### src/rtl/sram_arbiter_pkg.sv
// Shared types and defaults for the two-requester SRAM arbiter.
package sram_arbiter_pkg;

  localparam int unsigned ADDR_W_DEF = 32;
  localparam int unsigned DATA_W_DEF = 32;
  localparam int unsigned BYTE_W     = 8;

  // Response owner: which requester a pending SRAM response belongs to.
  typedef enum logic {
    OWNER_INST = 1'b0,
    OWNER_DATA = 1'b1
  } owner_e;

  // One-deep response tracker: the SRAM answers exactly one cycle after a grant.
  typedef struct packed {
    logic   valid;
    owner_e owner;
    logic   wr;
  } resp_t;

  localparam resp_t RESP_IDLE = '{valid: 1'b0, owner: OWNER_INST, wr: 1'b0};

  // Byte-enable width for a given data width.
  function automatic int unsigned strb_w(input int unsigned data_w);
    return data_w / BYTE_W;
  endfunction

endpackage

### src/rtl/sram_arbiter_if.sv
// Request/response bundle between the instruction port, data port and the shared SRAM.
interface sram_arbiter_if #(
  parameter int unsigned ADDR_W = sram_arbiter_pkg::ADDR_W_DEF,
  parameter int unsigned DATA_W = sram_arbiter_pkg::DATA_W_DEF
);
  localparam int unsigned STRB_W = sram_arbiter_pkg::strb_w(DATA_W);

  // Instruction requester
  logic              inst_req;
  logic [ADDR_W-1:0] inst_addr;
  logic              inst_addr_ok;
  logic              inst_data_ok;
  logic [DATA_W-1:0] inst_rdata;

  // Data requester
  logic              data_req;
  logic              data_wr;
  logic [STRB_W-1:0] data_wstrb;
  logic [ADDR_W-1:0] data_addr;
  logic [DATA_W-1:0] data_wdata;
  logic              data_addr_ok;
  logic              data_data_ok;
  logic [DATA_W-1:0] data_rdata;

  // Shared SRAM port
  logic              sram_en;
  logic [STRB_W-1:0] sram_we;
  logic [ADDR_W-1:0] sram_addr;
  logic [DATA_W-1:0] sram_wdata;
  logic [DATA_W-1:0] sram_rdata;

  // Arbiter side
  modport slave (
    input  inst_req, inst_addr,
    input  data_req, data_wr, data_wstrb, data_addr, data_wdata,
    input  sram_rdata,
    output inst_addr_ok, inst_data_ok, inst_rdata,
    output data_addr_ok, data_data_ok, data_rdata,
    output sram_en, sram_we, sram_addr, sram_wdata
  );

  // Requesters and SRAM side
  modport master (
    output inst_req, inst_addr,
    output data_req, data_wr, data_wstrb, data_addr, data_wdata,
    output sram_rdata,
    input  inst_addr_ok, inst_data_ok, inst_rdata,
    input  data_addr_ok, data_data_ok, data_rdata,
    input  sram_en, sram_we, sram_addr, sram_wdata
  );

endinterface

### src/rtl/sram_arbiter_rr_arb2.sv
// Two-input round-robin arbiter; the requester not granted most recently wins a conflict.
module sram_arbiter_rr_arb2
  import sram_arbiter_pkg::*;
(
  input  logic clk,
  input  logic rst,
  input  logic req_inst_i,
  input  logic req_data_i,
  output logic gnt_inst_c_o,
  output logic gnt_data_c_o
);

  owner_e last_grant_q;
  owner_e last_grant_d;

  // Remember who was granted last; reset favours INST on the first conflict.
  always_ff @(posedge clk or posedge rst) begin
    if (rst) begin
      last_grant_q <= OWNER_DATA;
    end else begin
      last_grant_q <= last_grant_d;
    end
  end

  // Combinational grant; nothing is granted while reset is held.
  always_comb begin
    gnt_inst_c_o = 1'b0;
    gnt_data_c_o = 1'b0;
    last_grant_d = last_grant_q;
    if (!rst) begin
      case ({req_inst_i, req_data_i})
        2'b10:   gnt_inst_c_o = 1'b1;
        2'b01:   gnt_data_c_o = 1'b1;
        2'b11: begin
          if (last_grant_q == OWNER_DATA) begin
            gnt_inst_c_o = 1'b1;
          end else begin
            gnt_data_c_o = 1'b1;
          end
        end
        default: ;
      endcase
      if (gnt_inst_c_o) begin
        last_grant_d = OWNER_INST;
      end else if (gnt_data_c_o) begin
        last_grant_d = OWNER_DATA;
      end
    end
  end

endmodule

### src/rtl/sram_arbiter.sv
// Shares one single-cycle SRAM port between an instruction and a data requester.
// Accepts one request per cycle; every accepted request gets exactly one response
// one cycle later, steered back to its owner.
module sram_arbiter
  import sram_arbiter_pkg::*;
#(
  parameter int unsigned ADDR_W = ADDR_W_DEF,
  parameter int unsigned DATA_W = DATA_W_DEF
) (
  input  logic          clk,
  input  logic          reset,
  sram_arbiter_if.slave bus
);

  localparam int unsigned STRB_W = strb_w(DATA_W);

  logic gnt_inst;
  logic gnt_data;
  logic gnt_any;

  resp_t resp_q;
  resp_t resp_d;

  logic              inst_resp;
  logic              data_resp;
  logic              req_any;
  logic [STRB_W-1:0] sram_we_c;
  logic [ADDR_W-1:0] sram_addr_c;

  sram_arbiter_rr_arb2 u_rr_arb2 (
    .clk          (clk),
    .rst          (reset),
    .req_inst_i   (bus.inst_req),
    .req_data_i   (bus.data_req),
    .gnt_inst_c_o (gnt_inst),
    .gnt_data_c_o (gnt_data)
  );

  assign gnt_any = gnt_inst | gnt_data;

  // Next response descriptor: owner and kind of this cycle's grant, if any.
  always_comb begin
    resp_d = RESP_IDLE;
    if (gnt_any) begin
      resp_d.valid = 1'b1;
      resp_d.owner = gnt_data ? OWNER_DATA : OWNER_INST;
      resp_d.wr    = gnt_data & bus.data_wr;
    end
  end

  // Response tracker; reset drops any in-flight response.
  always_ff @(posedge clk or posedge reset) begin
    if (reset) begin
      resp_q <= RESP_IDLE;
    end else begin
      resp_q <= resp_d;
    end
  end

  // SRAM request side: address and write enables follow the winner.
  always_comb begin
    req_any     = (bus.inst_req | bus.data_req) & ~reset;
    sram_we_c   = '0;
    sram_addr_c = bus.inst_addr;
    if (gnt_data) begin
      sram_addr_c = bus.data_addr;
      if (bus.data_wr) begin
        sram_we_c = bus.data_wstrb;
      end
    end
  end

  // Response decode from the registered tracker.
  always_comb begin
    inst_resp = resp_q.valid & (resp_q.owner == OWNER_INST);
    data_resp = resp_q.valid & (resp_q.owner == OWNER_DATA);
  end

  assign bus.inst_addr_ok = gnt_inst;
  assign bus.data_addr_ok = gnt_data;

  assign bus.sram_en    = req_any;
  assign bus.sram_we    = sram_we_c;
  assign bus.sram_addr  = sram_addr_c;
  assign bus.sram_wdata = bus.data_wdata;

  assign bus.inst_data_ok = inst_resp;
  assign bus.data_data_ok = data_resp;
  assign bus.inst_rdata   = inst_resp ? bus.sram_rdata : '0;
  assign bus.data_rdata   = (data_resp & ~resp_q.wr) ? bus.sram_rdata : '0;

endmodule

### src/flat_wrapper.sv
// flat-port wrapper written by rule: the top's interface ports become plain ports
module sram_arbiter_flat import sram_arbiter_pkg::*;
#(
  parameter int unsigned ADDR_W = ADDR_W_DEF,
  parameter int unsigned DATA_W = DATA_W_DEF
)
  (clk, reset, bus_inst_req, bus_inst_addr, bus_data_req, bus_data_wr, bus_data_wstrb, bus_data_addr, bus_data_wdata, bus_sram_rdata, bus_inst_addr_ok, bus_inst_data_ok, bus_inst_rdata, bus_data_addr_ok, bus_data_data_ok, bus_data_rdata, bus_sram_en, bus_sram_we, bus_sram_addr, bus_sram_wdata);
  sram_arbiter_if #(.ADDR_W(ADDR_W), .DATA_W(DATA_W)) bus_i ();
  input  logic clk;
  input  logic reset;
  input wire logic [$bits(bus_i.inst_req)-1:0] bus_inst_req;
  input wire logic [$bits(bus_i.inst_addr)-1:0] bus_inst_addr;
  input wire logic [$bits(bus_i.data_req)-1:0] bus_data_req;
  input wire logic [$bits(bus_i.data_wr)-1:0] bus_data_wr;
  input wire logic [$bits(bus_i.data_wstrb)-1:0] bus_data_wstrb;
  input wire logic [$bits(bus_i.data_addr)-1:0] bus_data_addr;
  input wire logic [$bits(bus_i.data_wdata)-1:0] bus_data_wdata;
  input wire logic [$bits(bus_i.sram_rdata)-1:0] bus_sram_rdata;
  output wire logic [$bits(bus_i.inst_addr_ok)-1:0] bus_inst_addr_ok;
  output wire logic [$bits(bus_i.inst_data_ok)-1:0] bus_inst_data_ok;
  output wire logic [$bits(bus_i.inst_rdata)-1:0] bus_inst_rdata;
  output wire logic [$bits(bus_i.data_addr_ok)-1:0] bus_data_addr_ok;
  output wire logic [$bits(bus_i.data_data_ok)-1:0] bus_data_data_ok;
  output wire logic [$bits(bus_i.data_rdata)-1:0] bus_data_rdata;
  output wire logic [$bits(bus_i.sram_en)-1:0] bus_sram_en;
  output wire logic [$bits(bus_i.sram_we)-1:0] bus_sram_we;
  output wire logic [$bits(bus_i.sram_addr)-1:0] bus_sram_addr;
  output wire logic [$bits(bus_i.sram_wdata)-1:0] bus_sram_wdata;
  assign bus_i.inst_req = bus_inst_req;
  assign bus_i.inst_addr = bus_inst_addr;
  assign bus_i.data_req = bus_data_req;
  assign bus_i.data_wr = bus_data_wr;
  assign bus_i.data_wstrb = bus_data_wstrb;
  assign bus_i.data_addr = bus_data_addr;
  assign bus_i.data_wdata = bus_data_wdata;
  assign bus_i.sram_rdata = bus_sram_rdata;
  assign bus_inst_addr_ok = bus_i.inst_addr_ok;
  assign bus_inst_data_ok = bus_i.inst_data_ok;
  assign bus_inst_rdata = bus_i.inst_rdata;
  assign bus_data_addr_ok = bus_i.data_addr_ok;
  assign bus_data_data_ok = bus_i.data_data_ok;
  assign bus_data_rdata = bus_i.data_rdata;
  assign bus_sram_en = bus_i.sram_en;
  assign bus_sram_we = bus_i.sram_we;
  assign bus_sram_addr = bus_i.sram_addr;
  assign bus_sram_wdata = bus_i.sram_wdata;
  sram_arbiter #(.ADDR_W(ADDR_W), .DATA_W(DATA_W)) u_core (.clk(clk), .reset(reset), .bus(bus_i));
endmodule
### config.mk
export PLATFORM = sky130hd
export DESIGN_NAME = sram_arbiter_flat
export DESIGN_NICKNAME = d
export VERILOG_FILES = /design/src/rtl/sram_arbiter_pkg.sv /design/src/rtl/sram_arbiter_if.sv /design/src/rtl/sram_arbiter_rr_arb2.sv /design/src/rtl/sram_arbiter.sv /design/src/flat_wrapper.sv
export SDC_FILE = /design/constraint.sdc
export NUM_CORES = 1
export LEC_CHECK = 0
export CORE_AREA = 4 4 105 107
export DETAILED_ROUTE_END_ITERATION = 10
export DIE_AREA = 0 0 109 111
export HOLD_SLACK_MARGIN = 0.08
export PLACE_DENSITY = 0.64
export SYNTH_ARGS = -nofsm -noshare
export SYNTH_HDL_FRONTEND = slang
export SYNTH_SLANG_ARGS = --single-unit
export TNS_END_PERCENT = 50
### constraint.sdc
create_clock -name clk -period 1.9 [get_ports clk]
set_input_delay 0.285 -clock clk [delete_from_list [all_inputs] [get_ports clk]]
set_output_delay 0.285 -clock clk [all_outputs]
set_load 0.05 [all_outputs]
==> flow_metrics.py <==
metrics = {
    "setup_path": {
        "rrSetupSlack_ps": 710,
        "timing.rr.start": "u_core.u_rr_arb2.last_grant_q",
        "r2r-end": "u_core.resp_q[0]",
        "cp-start-kind": "flip-flop",
        "cp.arrival_ps": 1600,
        "crit_required_ps": 1620,
        "worstSetupStartpoint": "u_core.u_rr_arb2.last_grant_q",
        "end_kind": "primary output",
        "critPathMaxFanout": 5,
        "crit_type": "flip-flop to primary output",
        "crit_end": "bus_sram_we[0]",
        "worstRegToRegCells": 4,
    },
    "finish": {
        "filler_cell_count": 897,
        "layout_common_cells": "104 x buf_12, 101 x clkdlybuf4s50_1, 53 x nor2_1",
        "drive_gt1_share_pct": 45.8,
        "layout.cells.non_filler": 514,
        "finalNetCount": 516,
        "final_common_cell": "buf_12",
        "diodes": 0,
        "register_area_sq_um": 104,
        "areaGrowthSynthToFinish_pct": 236,
        "multi_input_comb_area_sq_mm": 0.00101,
    },
    "logic_synthesis": {
        "yosysTopAreaCell": "mux2_4",
        "yosys_warnings": 0,
        "seq_area_frac_synth_pct": 7.35,
        "synthXorXnorAreaFrac_pct": 0,
        "yosys-top-cells-area": "mux2_4 32%, buf_4 17%, nor2_1 14%, and2_1 8.6%, nand2_1 7.1%",
        "synth_top_family_by_area": "simple AND/OR/NAND/NOR gates",
        "synth_compound_area_share_pct": 0.635,
        "netlist.area_leader.share_pct": 31.6,
        "synthSimpleGateAreaFrac_pct": 34.8,
        "synth_fa_ha_area_share_pct": 0,
        "syn-num-nets": 326,
        "ys_ff_latch": 4,
        "netlist_area_sq_mm": 0.00138,
        "syn_area_per_cell_sq_um": 7.30,
        "yosys-mux-area-fraction_pct": 34.0,
        "synth_cell_types": 19,
        "synthCells": 189,
    },
    "cts": {
        "cts_tree": "yes",
        "cts-root-buf": "clkbuf_8",
        "numCtsBuffers": 3,
        "htreeDepth": 1,
        "clockBufferDepth": 2,
        "clk_pin_slew_ps": 30,
        "clkSinkCount": 4,
        "clock_latency_ps": 220,
        "cts_hold_buf": 0,
    },
    "timing": {
        "tightest_slew_ps": 312,
        "fin_setup_tns_ps": 0,
        "min_period_over_period_pct": 99.3,
        "max_slew_margin_pct": 79.1,
        "max_freq_mhz": 530,
        "rsz0062_at_grt": "true",
        "clock-skew-final_ps": 1.97,
        "setup_viol": 0,
        "finalCriticalPeriod_ps": 1890,
        "finalHoldViolCount": 0,
        "fin_ws_ps": 13.7,
        "slew_violations": 0,
    },
    "worst_hold_path": {
        "hold_class": "input port to async pin",
    },
    "placement": {
        "dp_slack_ps": -165,
        "hpwl_um": 7680,
        "numPortBuffers": 209,
        "dp.cells": 502,
        "routabilityCongestion": 0.711,
    },
    "global_routing": {
        "grt_pass1_wl_um": 12200,
        "grt_start_max_net_pins": 26,
        "antenna_found_initial": 0,
        "gr-usage-all-layers_pct": 13.0,
        "grt_pass1_vias": 2213,
        "overflow": 0,
    },
    "route": {
        "first_pass_iters": 4,
        "via_count": 1990,
        "vias_per_cell": 3.87,
        "drt_wl_total_um": 8550,
        "drc": 0,
        "ant_nets": 0,
        "wire_per_inst_um": 16.6,
        "drt_iter0_drc": 80,
    },
    "floorplanning": {
        "die_w_um": 109,
        "core_sq_mm": 0.0101,
        "chipHeight_um": 111,
        "rows": 37,
        "ioPinCount": 274,
        "initial_core_util_pct": 13.6,
        "die_area_sq_mm": 0.0121,
    },
    "run": {
        "maxCapViolCount": 0,
    },
    "power": {
        "p_per_area_mw_per_mm2": 386,
        "peakVddDrop_uv": 222,
        "leakagePower_nw": 2.04,
    },
    "run_status": {
        "status": "finished clean",
    },
}
-- sequential cells by signal, indices dropped and copies added, names as in the netlist --
signal	flops
u_core.u_rr_arb2.last_grant_q	1
u_core.resp_q	3
-- per-stage QoR --
step | power [W] | hold slack (ps) | instance area, sq um | utilization [%]
after CTS | 0.00181 | 370 | 4640 | 45.8
after global placement | 0.00154 | 514 | 4450 | 43.9
final | 0.00179 | 370 | 4640 | 45.7
after global routing | 0.00186 | 395 | 4640 | 45.7
after detailed placement | 0.00156 | 525 | 4450 | 43.9
after floorplan | 0.000951 | 55.5 | 1380 | -
-- synthesized netlist by cell type --
library cell,n
inv_1,2
nor2b_4,1
o22a_1,1
buf_4,32
and3_1,2
and2b_1,1
nor2b_1,1
dfrtp_1,3
mux2_4,29
and2_1,19
dfstp_2,1
buf_2,4
clkbuf_1,5
nor2_1,53
nand2_4,1
nand2_1,26
mux2_2,3
buf_6,3
nand2b_1,2
-- layer usage --
metal	GRT usage (%)	up-vias	wire, um
met5	0	-	0
li1	-	938	-
met1	9.55	880	2180
met2	28.2	166	4950
met4	3.03	0	102
met3	5.82	6	1320
-- what timing repair did --
action	CTS	global route
pin swaps	2	4
endpoints found under the setup margin	33	44
gates resized for setup	18	9
cloned	2	0
buffers inserted	9	0
-- worst min path at each step --
stage	start	to
6_report	reset	u_core.resp_q[0]
5_1_grt	reset	u_core.resp_q[0]
4_1_cts	reset	u_core.resp_q[2]
3_5_place_dp	u_core.u_rr_arb2.last_grant_q	u_core.u_rr_arb2.last_grant_q
3_3_place_gp	u_core.u_rr_arb2.last_grant_q	u_core.u_rr_arb2.last_grant_q
2_1_floorplan	reset	u_core.resp_q[0]
-- kinds of logic (layout without fill, tap and decap cells) --
| kind of cell | count (synthesis) | after routing |
|---|---|---|
| buffers and inverters | 46 | 234 |
| AOI/OAI and AO/OA | 1 | 1 |
| DFF | 4 | 4 |
| muxes | 32 | 32 |
| and+or+nand+nor | 106 | 107 |
-- area by class of cell --
type / count / share of cell area (%)
timing repair buffer: 228 / 71.1
multi-input combinational: 140 / 21.8
tap: 136 / 3.67
sequential: 4 / 2.24
clock buffer: 4 / 0.971
inverter: 2 / 0.162
-- critical path: stages (launching register included) --
cell,delay [ps]
dfstp_2,540
nand2_4,80
buf_6,140
buf_4,130
and3_4,180
and2_4,170
buf_12,140
-- report_power, final --
part / internal, W / leakage, nW / switching, W / total, W
Combinational: 0.000783 / 1.97 / 0.000706 / 0.00149
Clock: 0.000144 / 0.0228 / 0.0000499 / 0.000194
Sequential: 0.0000974 / 0.0471 / 0.0000111 / 0.000109
Total: 0.00102 / 2.04 / 0.000767 / 0.00179
(Power assumes the default switching activity.)
